### src/rtl/data_mem_arbiter_if.sv
// Bus bundle between the CPU/debug requesters, the data memory and data_mem_arbiter.
// slave: the arbiter's view; master: the requester/memory side.
interface data_mem_arbiter_if;
  logic        cpu_req;
  logic        cpu_we;
  logic [31:0] cpu_a;
  logic [31:0] cpu_wd;
  logic        dbg_req;
  logic        dbg_we;
  logic [31:0] dbg_a;
  logic [31:0] dbg_wd;
  logic        cpu_gnt;
  logic        dbg_gnt;
  logic        cpu_done;
  logic        dbg_done;
  logic [31:0] rdata;
  logic        err;
  logic [31:0] mem_a;
  logic [31:0] mem_wd;
  logic        mem_we;
  logic [31:0] mem_rd;

  modport slave (
    input  cpu_req, cpu_we, cpu_a, cpu_wd,
    input  dbg_req, dbg_we, dbg_a, dbg_wd,
    input  mem_rd,
    output cpu_gnt, dbg_gnt, cpu_done, dbg_done, rdata, err,
    output mem_a, mem_wd, mem_we
  );

  modport master (
    output cpu_req, cpu_we, cpu_a, cpu_wd,
    output dbg_req, dbg_we, dbg_a, dbg_wd,
    output mem_rd,
    input  cpu_gnt, dbg_gnt, cpu_done, dbg_done, rdata, err,
    input  mem_a, mem_wd, mem_we
  );
endinterface

### src/rtl/data_mem_arbiter.sv
// Two-port (CPU/debug) round-robin arbiter in front of a single-cycle data memory.
// Optional ARB_RANGE_CHECK_EN adds an out-of-range word check against MEM_WORDS.
module data_mem_arbiter #(
  parameter int MEM_WORDS = 10
) (
  input  logic                clk,
  input  logic                rst_n,
  data_mem_arbiter_if.slave   bus
);

  typedef enum logic [1:0] {
    IDLE   = 2'd0,
    ACCESS = 2'd1,
    RESP   = 2'd2
  } state_t;

  state_t      state_reg, state_next;
  logic        last_dbg_reg;
  logic        win_dbg_reg;
  logic        we_reg;
  logic [31:0] a_reg;
  logic [31:0] wd_reg;
  logic [31:0] rdata_reg;
  logic        err_reg;
  logic        any_req;
  logic        sel_dbg;
  logic        oor;

  assign any_req = bus.cpu_req | bus.dbg_req;
  // On a tie the port that was not served last wins.
  assign sel_dbg = bus.dbg_req & (~bus.cpu_req | ~last_dbg_reg);

`ifdef ARB_RANGE_CHECK_EN
  assign oor = ({2'b00, a_reg[31:2]} >= 32'(MEM_WORDS));
`else
  logic unused_cfg;
  assign unused_cfg = (MEM_WORDS > 0);
  assign oor        = 1'b0;
`endif

  always_ff @(posedge clk or negedge rst_n) begin
    if (!rst_n) begin
      state_reg <= IDLE;
    end else begin
      state_reg <= state_next;
    end
  end

  always_comb begin
    state_next = state_reg;
    case (state_reg)
      IDLE:    if (any_req) state_next = ACCESS;
      ACCESS:  state_next = RESP;
      RESP:    state_next = IDLE;
      default: state_next = IDLE;
    endcase
  end

  // Request latch at grant and response capture at the end of ACCESS.
  always_ff @(posedge clk or negedge rst_n) begin
    if (!rst_n) begin
      last_dbg_reg <= 1'b1;
      win_dbg_reg  <= 1'b0;
      we_reg       <= 1'b0;
      a_reg        <= '0;
      wd_reg       <= '0;
      rdata_reg    <= '0;
      err_reg      <= 1'b0;
    end else begin
      if (state_reg == IDLE && any_req) begin
        win_dbg_reg  <= sel_dbg;
        last_dbg_reg <= sel_dbg;
        we_reg       <= sel_dbg ? bus.dbg_we : bus.cpu_we;
        a_reg        <= sel_dbg ? bus.dbg_a  : bus.cpu_a;
        wd_reg       <= sel_dbg ? bus.dbg_wd : bus.cpu_wd;
      end
      if (state_reg == ACCESS) begin
        rdata_reg <= (we_reg | oor) ? 32'h0 : bus.mem_rd;
        err_reg   <= oor;
      end
    end
  end

  always_comb begin
    bus.cpu_gnt  = 1'b0;
    bus.dbg_gnt  = 1'b0;
    bus.cpu_done = 1'b0;
    bus.dbg_done = 1'b0;
    bus.mem_we   = 1'b0;
    case (state_reg)
      ACCESS: begin
        bus.cpu_gnt = ~win_dbg_reg;
        bus.dbg_gnt = win_dbg_reg;
        bus.mem_we  = we_reg & ~oor;
      end
      RESP: begin
        bus.cpu_done = ~win_dbg_reg;
        bus.dbg_done = win_dbg_reg;
      end
      default: ;
    endcase
  end

  // The latched address/data only change at a grant, so they hold between accesses.
  assign bus.mem_a  = a_reg;
  assign bus.mem_wd = wd_reg;
  assign bus.rdata  = rdata_reg;
  assign bus.err    = err_reg;

endmodule

### src/flat_wrapper.sv
// flat-port wrapper written by rule: the top's interface ports become plain ports
module data_mem_arbiter_flat 
#(
  parameter int MEM_WORDS = 10
)
  (clk, rst_n, bus_cpu_req, bus_cpu_we, bus_cpu_a, bus_cpu_wd, bus_dbg_req, bus_dbg_we, bus_dbg_a, bus_dbg_wd, bus_mem_rd, bus_cpu_gnt, bus_dbg_gnt, bus_cpu_done, bus_dbg_done, bus_rdata, bus_err, bus_mem_a, bus_mem_wd, bus_mem_we);
  data_mem_arbiter_if bus_i ();
  input  logic clk;
  input  logic rst_n;
  input wire logic [$bits(bus_i.cpu_req)-1:0] bus_cpu_req;
  input wire logic [$bits(bus_i.cpu_we)-1:0] bus_cpu_we;
  input wire logic [$bits(bus_i.cpu_a)-1:0] bus_cpu_a;
  input wire logic [$bits(bus_i.cpu_wd)-1:0] bus_cpu_wd;
  input wire logic [$bits(bus_i.dbg_req)-1:0] bus_dbg_req;
  input wire logic [$bits(bus_i.dbg_we)-1:0] bus_dbg_we;
  input wire logic [$bits(bus_i.dbg_a)-1:0] bus_dbg_a;
  input wire logic [$bits(bus_i.dbg_wd)-1:0] bus_dbg_wd;
  input wire logic [$bits(bus_i.mem_rd)-1:0] bus_mem_rd;
  output wire logic [$bits(bus_i.cpu_gnt)-1:0] bus_cpu_gnt;
  output wire logic [$bits(bus_i.dbg_gnt)-1:0] bus_dbg_gnt;
  output wire logic [$bits(bus_i.cpu_done)-1:0] bus_cpu_done;
  output wire logic [$bits(bus_i.dbg_done)-1:0] bus_dbg_done;
  output wire logic [$bits(bus_i.rdata)-1:0] bus_rdata;
  output wire logic [$bits(bus_i.err)-1:0] bus_err;
  output wire logic [$bits(bus_i.mem_a)-1:0] bus_mem_a;
  output wire logic [$bits(bus_i.mem_wd)-1:0] bus_mem_wd;
  output wire logic [$bits(bus_i.mem_we)-1:0] bus_mem_we;
  assign bus_i.cpu_req = bus_cpu_req;
  assign bus_i.cpu_we = bus_cpu_we;
  assign bus_i.cpu_a = bus_cpu_a;
  assign bus_i.cpu_wd = bus_cpu_wd;
  assign bus_i.dbg_req = bus_dbg_req;
  assign bus_i.dbg_we = bus_dbg_we;
  assign bus_i.dbg_a = bus_dbg_a;
  assign bus_i.dbg_wd = bus_dbg_wd;
  assign bus_i.mem_rd = bus_mem_rd;
  assign bus_cpu_gnt = bus_i.cpu_gnt;
  assign bus_dbg_gnt = bus_i.dbg_gnt;
  assign bus_cpu_done = bus_i.cpu_done;
  assign bus_dbg_done = bus_i.dbg_done;
  assign bus_rdata = bus_i.rdata;
  assign bus_err = bus_i.err;
  assign bus_mem_a = bus_i.mem_a;
  assign bus_mem_wd = bus_i.mem_wd;
  assign bus_mem_we = bus_i.mem_we;
  data_mem_arbiter #(.MEM_WORDS(MEM_WORDS)) u_core (.clk(clk), .rst_n(rst_n), .bus(bus_i));
endmodule
### config.mk
export PLATFORM = sky130hd
export DESIGN_NAME = data_mem_arbiter_flat
export DESIGN_NICKNAME = d
export VERILOG_FILES = /design/src/rtl/data_mem_arbiter_if.sv /design/src/rtl/data_mem_arbiter.sv /design/src/flat_wrapper.sv
export SDC_FILE = /design/constraint.sdc
export NUM_CORES = 1
export LEC_CHECK = 0
export ABC_AREA = 1
export CORE_MARGIN = 2
export CORE_UTILIZATION = 43
export DETAILED_ROUTE_END_ITERATION = 10
export PLACE_DENSITY = 0.88
export REMOVE_ABC_BUFFERS = 1
export SETUP_SLACK_MARGIN = 0.15
export SLEW_MARGIN = 20
export SYNTH_ARGS = -nofsm -noshare
export SYNTH_HDL_FRONTEND = slang
export SYNTH_SLANG_ARGS = --single-unit
### constraint.sdc
create_clock -name clk -period 4.2 [get_ports clk]
set_clock_uncertainty 0.1 [all_clocks]
set_input_delay 1.26 -clock clk [delete_from_list [all_inputs] [get_ports clk]]
set_output_delay 1.26 -clock clk [all_outputs]
set_load 0.02 [all_outputs]
After elaboration in Yosys (flattened, before gate mapping). Cells that the tools add are included.

Bits in registers: 101. Latch bits: 0. Bits in writable memories: 0. ROM bits: 0. Output and inout port bits: 102. Logic and storage cells: 29. Memories: 0.

$add $sub $neg: 0. $mul: 0. Divide/modulo/power cells: 0. Order comparisons: 0. Eq/ne operators: 3. Shifts and indexed selects: 0. Multiplexer cells: 11. Bitwise operators: 6. Reductions and logical operators: 2.

Operators by type and width (count): two-way mux 32 bit (3); two-way mux 1 bit (6); one-hot mux 2 bit (2 select lines) (1); inverter 1 bit (3); equality test 2 x 1 -> 1 bit, second input constant (1); equality test 2 bit, second input constant (1); logical NOT 2 bit (1); two-way mux 2 bit (1); != test 2 x 1 -> 1 bit, second input constant (1); OR 1 bit (2); bitwise AND 1 bit (1); logical AND 1 bit (1).

Depth between registers and ports, before layout. Gate-level depths: netlist of run 1.

Depth after elaboration: 4. Gate-level depth with buffers: 8. Mapped depth without buffers: 6.

Worst setup path before layout of run 1. No wires, ideal clock.

Kind: register to output. Start: reg u_core.state_reg[0]. End: out bus_cpu_gnt. Arrival: 1.177 ns. Path slack: 1.663 ns. Cell stages (with the launch flop): 6. Path through: dfrtp_1 inv_2 nor2_2 inv_2 clkbuf_1 nor2_1.

Cells in the longest elaborated chain, start to end: 2.

RTL lines: start, declared (RTL line data_mem_arbiter.sv:17) `state_t state_reg, state_next;`; start signal, assigned (RTL line data_mem_arbiter.sv:45) `state_reg <= state_next;`; equality test 2 x 1 -> 1 bit (RTL line data_mem_arbiter.sv:90) `case (state_reg)`; two-way mux 1 bit (RTL line data_mem_arbiter.sv:90); end, declared (RTL line flat_wrapper.sv:19) `output wire logic [$bits(bus_i.cpu_gnt)-1:0] bus_cpu_gnt;`.

No other way between the ends.

Worst setup path in the final report of run 1.
Start: reg u_core.state_reg[0]. End: out bus_mem_we.

Cells in the longest elaborated chain, start to end: 2.

RTL lines: equality test 2 x 1 -> 1 bit (RTL line data_mem_arbiter.sv:90); two-way mux 1 bit (RTL line data_mem_arbiter.sv:90); end, declared (RTL line flat_wrapper.sv:27) `output wire logic [$bits(bus_i.mem_we)-1:0] bus_mem_we;`.

No other way between the ends.

==> results of run 1 <==
power by group through the flow:
stage | clock network (mW) | registers (mW) | logic [mW]
3_3_place_gp | 0 | 1.68 | 2.88
5_1_grt | 0.891 | 1.74 | 3.15
6_report | 0.821 | 1.69 | 2.92
2_1_floorplan | 0 | 2.21 | 0.924
4_1_cts | 0.845 | 1.69 | 2.94
3_5_place_dp | 0 | 1.70 | 2.93
worst max-delay path by stage:
| stage | end | slack (ns) | cells after the start |
|---|---|---|---|
| global placement | bus_mem_we | 1.02 | 6 |
| finish | bus_mem_we | 0.62 | 6 |
| CTS | bus_mem_we | 0.63 | 6 |
| global route | bus_mem_we | 0.49 | 6 |
| floorplan | u_core.bus.mem_a[0] | 0.10 | 5 |
| detailed placement | bus_mem_we | 1.03 | 6 |
layout by cell type (no fill, tap or decap), types with 2 or more instances in the layout:
master / instances
sky130_fd_sc_hd__nand2_2: 2
sky130_fd_sc_hd__clkbuf_16: 9
sky130_fd_sc_hd__clkbuf_1: 2
sky130_fd_sc_hd__clkdlybuf4s50_1: 264
sky130_fd_sc_hd__nand2_1: 262
sky130_fd_sc_hd__nor2_1: 4
sky130_fd_sc_hd__dfrtp_1: 100
sky130_fd_sc_hd__inv_2: 3
sky130_fd_sc_hd__clkinvlp_4: 2
sky130_fd_sc_hd__nand3_1: 162
sky130_fd_sc_hd__inv_1: 133
sky130_fd_sc_hd__nor3_1: 2
sky130_fd_sc_hd__buf_12: 2
sky130_fd_sc_hd__buf_4: 9
critical path, stage by stage, from the launching register on:
cell                              delay [ns]
sky130_fd_sc_hd__dfrtp_1                0.40
sky130_fd_sc_hd__inv_2                  0.07
sky130_fd_sc_hd__nor2_2                 0.07
sky130_fd_sc_hd__buf_4                  0.32
sky130_fd_sc_hd__inv_2                  0.10
sky130_fd_sc_hd__nor2_1                 0.25
sky130_fd_sc_hd__clkdlybuf4s50_1        0.67
cell type report:
cell class                 count  area, sq um
inverter                     136        510.5
clock inverter                 5        58.81
fill                         914         3387
tap                          143        178.9
multi-input combinational    437         1864
clock buffer                  11        232.7
sequential                   101         2529
timing repair buffer         276         2755
layer usage:
metal  GRT usage, %  vias up
met1          31.63     2406
met2          44.39      215
met3          4.928       36
met4          9.431        0
li1               -     2641
met5              0        -
kinds of logic after synthesis:
group                  synth area share [%]
AO/OA/AOI/OAI                       0.09775
AND/OR/NAND/NOR                       36.08
buffers and inverters                 14.31
other                               0.07332
flip-flops                            49.44
metrics by stage:
stage,power [mW],setup WS [ns],std cells
finish,5.434,0.6224,1109
floorplan,3.133,0.1002,674
global placement,4.565,1.017,1093
detailed placement,4.630,1.034,1093
CTS,5.476,0.6252,1109
global route,5.788,0.4856,1109
==> results by group, run 1 <==
Outcome
  – Outcome: complete, but fails checks
  – Failing checks: design-rule violations

Placement
  – Gpl congestion: 0.8734
  – Placed instance area: 7838 sq um
  – Port Buf Inserts: 266
  – Placed wire-length estimate after detailed placement: 11.43 mm

Logic synthesis
  – Number of enable flip-flop cells after synthesis: 0
  – Area contributors post-synth: sky130_fd_sc_hd__dfrtp_1 49%, sky130_fd_sc_hd__nand2_1 19%, sky130_fd_sc_hd__nand3_1 16%
  – Share of the synthesized area in the top cell type: 48.92%
  – Number of storage elements in the synthesis netlist: 101
  – Area of the mapped netlist: 5115 sq um
  – Share of the yosys chip area belonging to registers: 49.44%
  – Mean post-synth cell area: 7.114 sq um
  – Yosys synthesis warning count: 0
  – Top cell types by occurrence after synthesis: 264 x sky130_fd_sc_hd__nand2_1, 162 x sky130_fd_sc_hd__nand3_1, 133 x sky130_fd_sc_hd__inv_1
  – Leading register cell type out of synthesis: sky130_fd_sc_hd__dfrtp_1
  – Dominant cell by count in the synthesized netlist: sky130_fd_sc_hd__nand2_1
  – Ys async rst share: 100.0%
  – Count of different cell masters after synthesis: 16
  – Post-synthesis cell type with the largest combined area: sky130_fd_sc_hd__dfrtp_1
  – Post-Synthesis Cells: 719

Detailed routing
  – Routed wl met2: 8.209 mm
  – Remaining antenna violation count after routing: 0
  – Detailed-route DRC error count: 15
  – Routed wirelength normalized by instance count: 14.63 microns
  – Wire length on met3: 1.113 mm
  – Total length of routed wires: 16.22 mm
  – Avg Vias per Cell: 4.777
  – Highest metal layer with signal wires: met4
  – Via count: 5,298
  – Metal-1 WL: 6.413 mm
  – Count of routing violations after the opening detailed-route iteration: 457
  – Pre-antenna DRT Iters: 8

Clock tree
  – Cell at the root of the clock tree: sky130_fd_sc_hd__clkbuf_16
  – Number of clock sinks: 101
  – Clock latency on the worst-skew pair: 0.33 ns
  – Setup Buffers After CTS: 0
  – Clock buffer depth: 2
  – Clock tree from TritonCTS: done
  – H-Tree Depth: 3
  – Clock slew at the register clock pins of the worst setup and hold paths: 0.07 ns
  – Post-CTS Hold Fix Bufs: 0
  – Number of resized instances in the post-cts repair step: 0
  – Number of buffers created by CTS: 9

Floorplanning
  – Row cnt: 39
  – I/O pin count: 268
  – Die W: 113.1 microns
  – Core region area: 11,520 sq um
  – Initial core utilization: 44.42%
  – Chip height: 113.1 microns
  – Die footprint: 12,780 sq um

Setup path
  – Required time reported for the critical path endpoint: 2.84 ns
  – WS Path Type: register to primary output
  – Startpoint kind of the worst setup timing path: register
  – Worst setup startpoint: u_core.state_reg[0]
  – Crit end category: primary output
  – Arrival time worst endpoint: 2.22 ns
  – Startpoint of the lowest-slack register-to-register path: u_core.state_reg[1]
  – Depth of the worst register-to-register path: 6
  – R2R setup slack: 2.38 ns
  – Maximum fanout along the worst path: 34
  – End of the worst register-to-register path: u_core.bus.mem_wd[7]

Timing
  – Final-layout setup total negative slack: 0 ns
  – Worst slack on hold paths: 0.3717 ns
  – Setup repair after global routing missed its margin: no
  – Count of final setup violators: 0
  – Rel. slew slack: 50.57%
  – Slew at the pin closest to its max-slew limit: 0.7414 ns
  – Final min period: 3.578 ns
  – Final max-slew violation count: 0
  – Final hold violation count: 0
  – Tcrit/Tclk final: 85.18%
  – Max Clk Rate: 279.5 MHz

Final layout
  – Layout cell share with drive strength beyond 1: 3.520%
  – Antenna diodes: 0
  – Final core occ: 70.59%
  – Net total in the final layout: 1,127
  – Area overhead of the layout relative to synthesis: 58.93%
  – Area of all placed cells without fillers: 8129 sq um

Pwr
  – Leakage dissipation: 4.309 nW
  – Switch share: 42.01%
  – Net switching power: 2.283 mW
  – Register share of total power: 31.2%
  – Combinational share of power: 53.7%
  – Fraction of power consumed by the clock network: 15.1%
  – Largest voltage drop on the vdd net: 0.0003149 V
  – Power Dens Cells: 668.5 nW/um^2
  – Internal: 3.151 mW

Run
  – Max-Cap Viols: 0

GRT
  – Via count of the first global-routing pass: 5,321
  – Pin count of the biggest net entering global routing: 68
  – Antenna violations before repair: 0
  – Global route overflow: 0
  – First-pass GRT wire length: 26.40 mm
  – Aggregate global-route resource usage: 25.53%

Min path
  – Worst Hold Launch: u_core.last_dbg_reg
  – Hold Crit Class: register to register
  – Cells on Worst Hold Path: 2
  – Endpoint of the worst hold path: u_core.last_dbg_reg
Note: power is estimated with default switching activity, not from simulation.
==> run 2, diff against run 1 <==
- ABC_AREA: 1 -> unset
- CORE_UTILIZATION: 43 -> 40
- PLACE_DENSITY: 0.88 -> 0.84
==> run 2 against run 1 <==
Effect of this change:
- the run now ends clean
- area after synthesis down 3.5%
- via count down 29%
- sequential power up 5%
- first-iteration DRC count down 64%
- flip-flop and latch count unchanged
- hold slack better by 0.0078 ns
- global-route usage down 4.5 points
- total power up 8.4%
- register-to-register slack worse by 0.34 ns
- cell count down 30%
- combinational power up 11%
- sequential share of layout area up 0.32 points
==> results by group, run 2 <==
Run
  – Max-Cap Viols: 0

Pwr
  – Largest voltage drop on the vdd net: 0.0003445 V
  – Fraction of power consumed by the clock network: 14.7%
  – Switch share: 36.61%
  – Register share of total power: 30.2%
  – Net switching power: 2.157 mW
  – Internal: 3.736 mW
  – Leakage dissipation: 3.527 nW
  – Total power: 5.893 mW
  – Power Dens Cells: 732.4 nW/um^2
  – Combinational share of power: 55.1%

Logic synthesis
  – Ys async rst share: 100.0%
  – Post-Synthesis Cells: 368
  – Top cell types by occurrence after synthesis: 100 x sky130_fd_sc_hd__dfrtp_1, 80 x sky130_fd_sc_hd__mux2_4, 64 x sky130_fd_sc_hd__nand2_1
  – Dominant cell by count in the synthesized netlist: sky130_fd_sc_hd__dfrtp_1
  – Yosys synthesis warning count: 0
  – Share of the yosys chip area belonging to registers: 51.23%
  – Mean post-synth cell area: 13.41 sq um
  – Number of storage elements in the synthesis netlist: 101
  – Leading register cell type out of synthesis: sky130_fd_sc_hd__dfrtp_1
  – Number of enable flip-flop cells after synthesis: 0
  – Count of different cell masters after synthesis: 22
  – Area contributors post-synth: sky130_fd_sc_hd__dfrtp_1 51%, sky130_fd_sc_hd__mux2_4 24%, sky130_fd_sc_hd__mux2_2 11%
  – Area of the mapped netlist: 4936 sq um
  – Share of the synthesized area in the top cell type: 50.70%
  – Post-synthesis cell type with the largest combined area: sky130_fd_sc_hd__dfrtp_1

Placement
  – Placed wire-length estimate after detailed placement: 10.34 mm
  – Gpl congestion: 0.8165
  – Port Buf Inserts: 266
  – Count of placed standard cells including taps: 762
  – Worst setup slack before clock tree synthesis: 0.7632 ns

Final layout
  – Final cell count without fillers: 778
  – Net total in the final layout: 792
  – Area overhead of the layout relative to synthesis: 63.02%
  – Most frequent standard cell in the layout excluding fill and tap cells: sky130_fd_sc_hd__clkdlybuf4s50_1
  – Final core occ: 66.99%
  – Most frequent cells in the layout: 265 x sky130_fd_sc_hd__clkdlybuf4s50_1, 100 x sky130_fd_sc_hd__dfrtp_1, 80 x sky130_fd_sc_hd__mux2_4
  – Antenna diodes: 0
  – Layout cell share with drive strength beyond 1: 24.56%

Floorplanning
  – Row cnt: 40
  – Core region area: 12,010 sq um
  – Die footprint: 13,240 sq um
  – I/O pin count: 268
  – Die W: 115.1 microns
  – Chip height: 115.1 microns
  – Initial core utilization: 41.09%

Setup path
  – Maximum fanout along the worst path: 34
  – Depth of the worst register-to-register path: 4
  – Required time reported for the critical path endpoint: 2.84 ns
  – Maximum single-stage delay on the critical path: 0.62 ns
  – CP cell instances: clkinv_1, buf_4, nor2_1, clkdlybuf4s50_1
  – Startpoint kind of the worst setup timing path: register
  – Arrival time worst endpoint: 1.72 ns
  – WS Path Type: register to primary output
  – End of the worst register-to-register path: u_core.bus.mem_a[2]
  – Startpoint of the lowest-slack register-to-register path: u_core.state_reg[0]
  – Critical Path Slowest Stage Cell: sky130_fd_sc_hd__clkdlybuf4s50_1
  – R2R setup slack: 2.04 ns
  – Crit end category: primary output

Timing
  – Slew at the pin closest to its max-slew limit: 0.5786 ns
  – Setup repair after global routing missed its margin: no
  – Final-layout setup total negative slack: 0 ns
  – Final Worst Setup Slack: 1.120 ns
  – Final max-slew violation count: 0
  – Tcrit/Tclk final: 73.33%
  – Count of final setup violators: 0
  – Final min period: 3.080 ns
  – Rel. slew slack: 61.43%
  – Final hold violation count: 0
  – Max Clk Rate: 324.7 MHz

Clock tree
  – Clock slew at the register clock pins of the worst setup and hold paths: 0.07 ns
  – Number of buffers created by CTS: 9
  – Number of clock sinks: 101
  – Clock tree from TritonCTS: done
  – Cell at the root of the clock tree: sky130_fd_sc_hd__clkbuf_16
  – Clock buffer depth: 2
  – Post-CTS Hold Fix Bufs: 0
  – Setup Buffers After CTS: 0
  – Number of resized instances in the post-cts repair step: 0
  – H-Tree Depth: 3
  – Clock latency on the worst-skew pair: 0.34 ns

Detailed routing
  – Count of routing violations after the opening detailed-route iteration: 164
  – Total length of routed wires: 13.89 mm
  – Pre-antenna DRT Iters: 4
  – Avg Vias per Cell: 4.838
  – Detailed-route DRC error count: 0
  – Remaining antenna violation count after routing: 0
  – Via count: 3,764
  – Routed wirelength normalized by instance count: 17.86 microns

Min path
  – Hold Crit Class: register to register
  – Worst Hold Launch: u_core.bus.rdata[27]
  – Endpoint of the worst hold path: u_core.bus.rdata[27]
  – Cells on Worst Hold Path: 2

GRT
  – Antenna violations before repair: 0
  – Via count of the first global-routing pass: 4,081
  – Aggregate global-route resource usage: 21.00%
  – Global route overflow: 0
  – First-pass GRT wire length: 21.29 mm
  – Pin count of the biggest net entering global routing: 102

Outcome
  – Outcome: finished clean
==> run 2: power groups by stage <==
stage	Clock [mW]	Combinational, mW	Sequential [mW]
after floorplan	0	1.27	2.33
after global placement	0	3.20	1.75
after detailed placement	0	3.26	1.79
after CTS	0.887	3.28	1.78
after global routing	0.931	3.44	1.84
final	0.867	3.24	1.78
==> run 2: cell families after synthesis <==
family          Yosys count  synth area share [%]
mux                     130                 35.69
flops                   101                 51.23
simple gates             71                 5.602
compound gates           37                 4.005
buf+inv                  28                 3.397
other cells               1               0.07597
==> run 2: per-layer routing <==
metal	GRT usage [%]	share of wire, %	vias up
met2	37.37	53	165
met4	9.157	2.7	0
li1	-	-	1778
met5	0	0	-
met1	23.44	37	1792
met3	5.957	7.3	29
==> run 2: critical path: cells and delay by family, from the launching register on <==
family	cells	cell delay, ns
buffers and inverters	3	0.91
flip-flops	1	0.33
AND/OR/NAND/NOR	1	0.14
==> run 2: worst max-delay path by stage <==
stage | start | slack [ns] | end | cells past startpoint
2_1_floorplan | bus_cpu_req | 0.21 | u_core.bus.mem_a[0] | 2
3_3_place_gp | bus_cpu_req | 0.83 | u_core.bus.mem_a[8] | 5
3_5_place_dp | bus_cpu_req | 0.76 | u_core.bus.mem_a[1] | 5
4_1_cts | u_core.we_reg | 1.09 | bus_mem_we | 4
5_1_grt | u_core.state_reg[1] | 1.02 | bus_cpu_gnt | 3
6_report | u_core.we_reg | 1.12 | bus_mem_we | 4
==> run 2: stage by stage <==
step	area (sq um)	hold WS, ns
3_3_place_gp	7735	0.3632
4_1_cts	8046	0.3844
3_5_place_dp	7735	0.3700
2_1_floorplan	4780	0.3880
5_1_grt	8046	0.4057
6_report	8046	0.3795
==> run 2: layout make-up <==
class | instances | area, sq um
fillers | 882 | 3965
repair buffers | 272 | 2755
flip-flops and latches | 101 | 2529
multi-input cells | 239 | 2256
clock buffers | 12 | 266.5
well taps | 147 | 183.9
clock inverters | 4 | 45.04
inverters | 3 | 11.26
==> run 3, diff against run 2 <==
- CORE_UTILIZATION: 40 -> 39
- PLACE_DENSITY: 0.84 -> 0.82
- clock period: 4.2 -> 3 ns (I/O delays scaled with it)
==> run 3 against run 2 <==
Effect of this change:
- flip-flop and latch count did not move
- register-to-register slack got worse by 0.91 ns
- hold slack got worse by 0.0023 ns
- sequential power rose by 39%
- utilization is 1.3 points lower
- global-route usage down 1.0 points
- first-iteration DRC count grew 21%
- via count grew 0.50%
- non-clock buffer count is 6 higher
- count of clock-buffer cells in the layout rose by 1
- cell count is 4.0% higher
- critical path depth is 1 lower
- critical path type unchanged
- largest cell class unchanged
==> results by group, run 3 (synthesis results as in run 2) <==
Outcome
  – Outcome: finished clean

Clock tree
  – Cell at the root of the clock tree: sky130_fd_sc_hd__clkbuf_16
  – Clock tree from TritonCTS: done
  – Number of resized instances in the post-cts repair step: 3
  – Number of clock sinks: 101
  – Setup Buffers After CTS: 0
  – Clock slew at the register clock pins of the worst setup and hold paths: 0.07 ns
  – Post-CTS Hold Fix Bufs: 0
  – Clock buffer depth: 2
  – Number of buffers created by CTS: 9
  – H-Tree Depth: 3
  – Clock latency on the worst-skew pair: 0.34 ns

Placement
  – Port Buf Inserts: 266
  – Gpl congestion: 0.7955
  – Placed instance area: 7824 sq um
  – Placed wire-length estimate after detailed placement: 10.59 mm
  – Worst setup slack before clock tree synthesis: 0.1937 ns

GRT
  – Via count of the first global-routing pass: 4,008
  – Aggregate global-route resource usage: 19.97%
  – Met2 global-route usage: 35.97%
  – M3 GR Usage: 5.138%
  – Pin count of the biggest net entering global routing: 53
  – First-pass GRT wire length: 20.66 mm
  – Global route overflow: 0
  – Global route hottest layer: met2
  – Antenna violations before repair: 0
  – Met1 GRT Util: 22.40%

Timing
  – Count of final setup violators: 0
  – Slew at the pin closest to its max-slew limit: 0.5096 ns
  – Tcrit/Tclk final: 90.47%
  – Max Clk Rate: 368.4 MHz
  – Setup repair after global routing missed its margin: no
  – Final hold violation count: 0
  – Final Worst Setup Slack: 0.2858 ns
  – Rel. slew slack: 66.03%
  – Final min period: 2.714 ns
  – Final max-slew violation count: 0

Final layout
  – Final core occ: 65.67%
  – Antenna diodes: 0
  – Number of fill cells: 933
  – Most frequent standard cell in the layout excluding fill and tap cells: sky130_fd_sc_hd__clkdlybuf4s50_1
  – Area overhead of the layout relative to synthesis: 65.86%
  – Layout cell share with drive strength beyond 1: 25.12%
  – Net total in the final layout: 798
  – Area of all placed cells without fillers: 8187 sq um
  – Most frequent cells in the layout: 263 x sky130_fd_sc_hd__clkdlybuf4s50_1, 100 x sky130_fd_sc_hd__dfrtp_1, 80 x sky130_fd_sc_hd__mux2_4

Detailed routing
  – Remaining antenna violation count after routing: 0
  – Total length of routed wires: 13.91 mm
  – Detailed-route DRC error count: 0
  – Routed wirelength normalized by instance count: 17.19 microns
  – Avg Vias per Cell: 4.676
  – Count of routing violations after the opening detailed-route iteration: 199
  – Pre-antenna DRT Iters: 4
  – Via count: 3,783

Floorplanning
  – Row cnt: 41
  – Core region area: 12,470 sq um
  – Initial core utilization: 39.60%
  – Chip height: 116.5 microns
  – Die footprint: 13,570 sq um
  – Die W: 116.5 microns
  – I/O pin count: 268

Pwr
  – Combinational share of power: 54.4%
  – Register share of total power: 29.3%
  – Internal: 5.444 mW
  – Leakage dissipation: 3.589 nW
  – Fraction of power consumed by the clock network: 16.3%
  – Largest voltage drop on the vdd net: 0.0005057 V
  – Net switching power: 3.023 mW
  – Switch share: 35.71%
  – Power Dens Cells: 1034 nW/um^2

Setup path
  – CP cell instances: nand2b_4, nor2_1, clkdlybuf4s50_1
  – Number of buffers and inverters on the critical path: 1
  – Arrival time worst endpoint: 1.71 ns
  – Startpoint kind of the worst setup timing path: register
  – Critical Path Slowest Stage Cell: sky130_fd_sc_hd__clkdlybuf4s50_1
  – Maximum single-stage delay on the critical path: 0.62 ns
  – Required time reported for the critical path endpoint: 2.00 ns
  – WS Path Type: register to primary output
  – Crit end category: primary output
  – Crit path max-delay family: buffers and inverters
  – Maximum fanout along the worst path: 19

Run
  – Max-Cap Viols: 0

Min path
  – Hold Crit Class: register to register
## run 3: cell count changes in the layout (fill, tap and decap cells not counted)
cell                              change
sky130_fd_sc_hd__dlygate4sd2_1        +2
sky130_fd_sc_hd__nand2b_4             +1
sky130_fd_sc_hd__clkbuf_1             +1
sky130_fd_sc_hd__nand2b_2             -1
sky130_fd_sc_hd__clkdlybuf4s50_1      -2
sky130_fd_sc_hd__clkinv_2             -3
sky130_fd_sc_hd__bufinv_16            +2
sky130_fd_sc_hd__buf_12               +1
sky130_fd_sc_hd__buf_4                +5
## run 3: layout make-up
class	instances	area [sq um]	area share (%)
Sequential cell	101	2529	30.89
Clock inverter	3	90.09	1.100
Tap cell	172	215.2	2.629
Timing Repair Buffer	278	2810	34.33
Clock buffer	13	270.3	3.301
Multi-Input combinational cell	239	2261	27.62
Inverter	3	11.26	0.1376
## run 3: layer usage
| metal | vias to the layer above | part of all wire (%) |
|---|---|---|
| met5 | - | 0 |
| met4 | 0 | 2.3 |
| met3 | 22 | 7.9 |
| met2 | 138 | 52 |
| met1 | 1831 | 37 |
| li1 | 1792 | - |
## run 3: worst paths after layout
kind / from / endpoint / slack (ns) / depth (start not counted)
max: u_core.state_reg[1] / bus_cpu_gnt / 0.29 / 3
max in group asynchronous: rst_n / u_core.last_dbg_reg / 1.66 / 2
min reg2reg: u_core.bus.rdata[4] / u_core.bus.rdata[4] / 0.38 / 2
max reg2reg: u_core.state_reg[0] / u_core.bus.mem_a[7] / 1.13 / 4
min in group asynchronous: rst_n / u_core.bus.mem_a[19] / 0.41 / 1
min: u_core.bus.rdata[4] / u_core.bus.rdata[4] / 0.38 / 2
## run 3: power by group through the flow
stage	Combinational, mW	Clock (mW)	Sequential [mW]
finish	4.60	1.38	2.48
global route	4.86	1.46	2.56
CTS	4.66	1.42	2.48
detailed placement	4.64	0	2.49
global placement	4.55	0	2.45
floorplan	1.78	0	3.27
## run 3: metrics by stage
step	total power, mW	TNS [ns]	std cells	hold slack [ns]
2_1_floorplan	5.043	-37.68	343	0.3880
3_3_place_gp	6.996	0	793	0.3628
3_5_place_dp	7.123	0	793	0.3695
4_1_cts	8.554	0	809	0.3843
5_1_grt	8.889	0	809	0.4057
6_report	8.467	0	809	0.3773
## run 3: worst register-to-register path, stage by stage (launching register included)
cell,delay (ns)
sky130_fd_sc_hd__dfrtp_1,0.44
sky130_fd_sc_hd__nor2_1,0.28
sky130_fd_sc_hd__o21a_4,0.32
sky130_fd_sc_hd__buf_12,0.24
sky130_fd_sc_hd__mux2_2,0.39
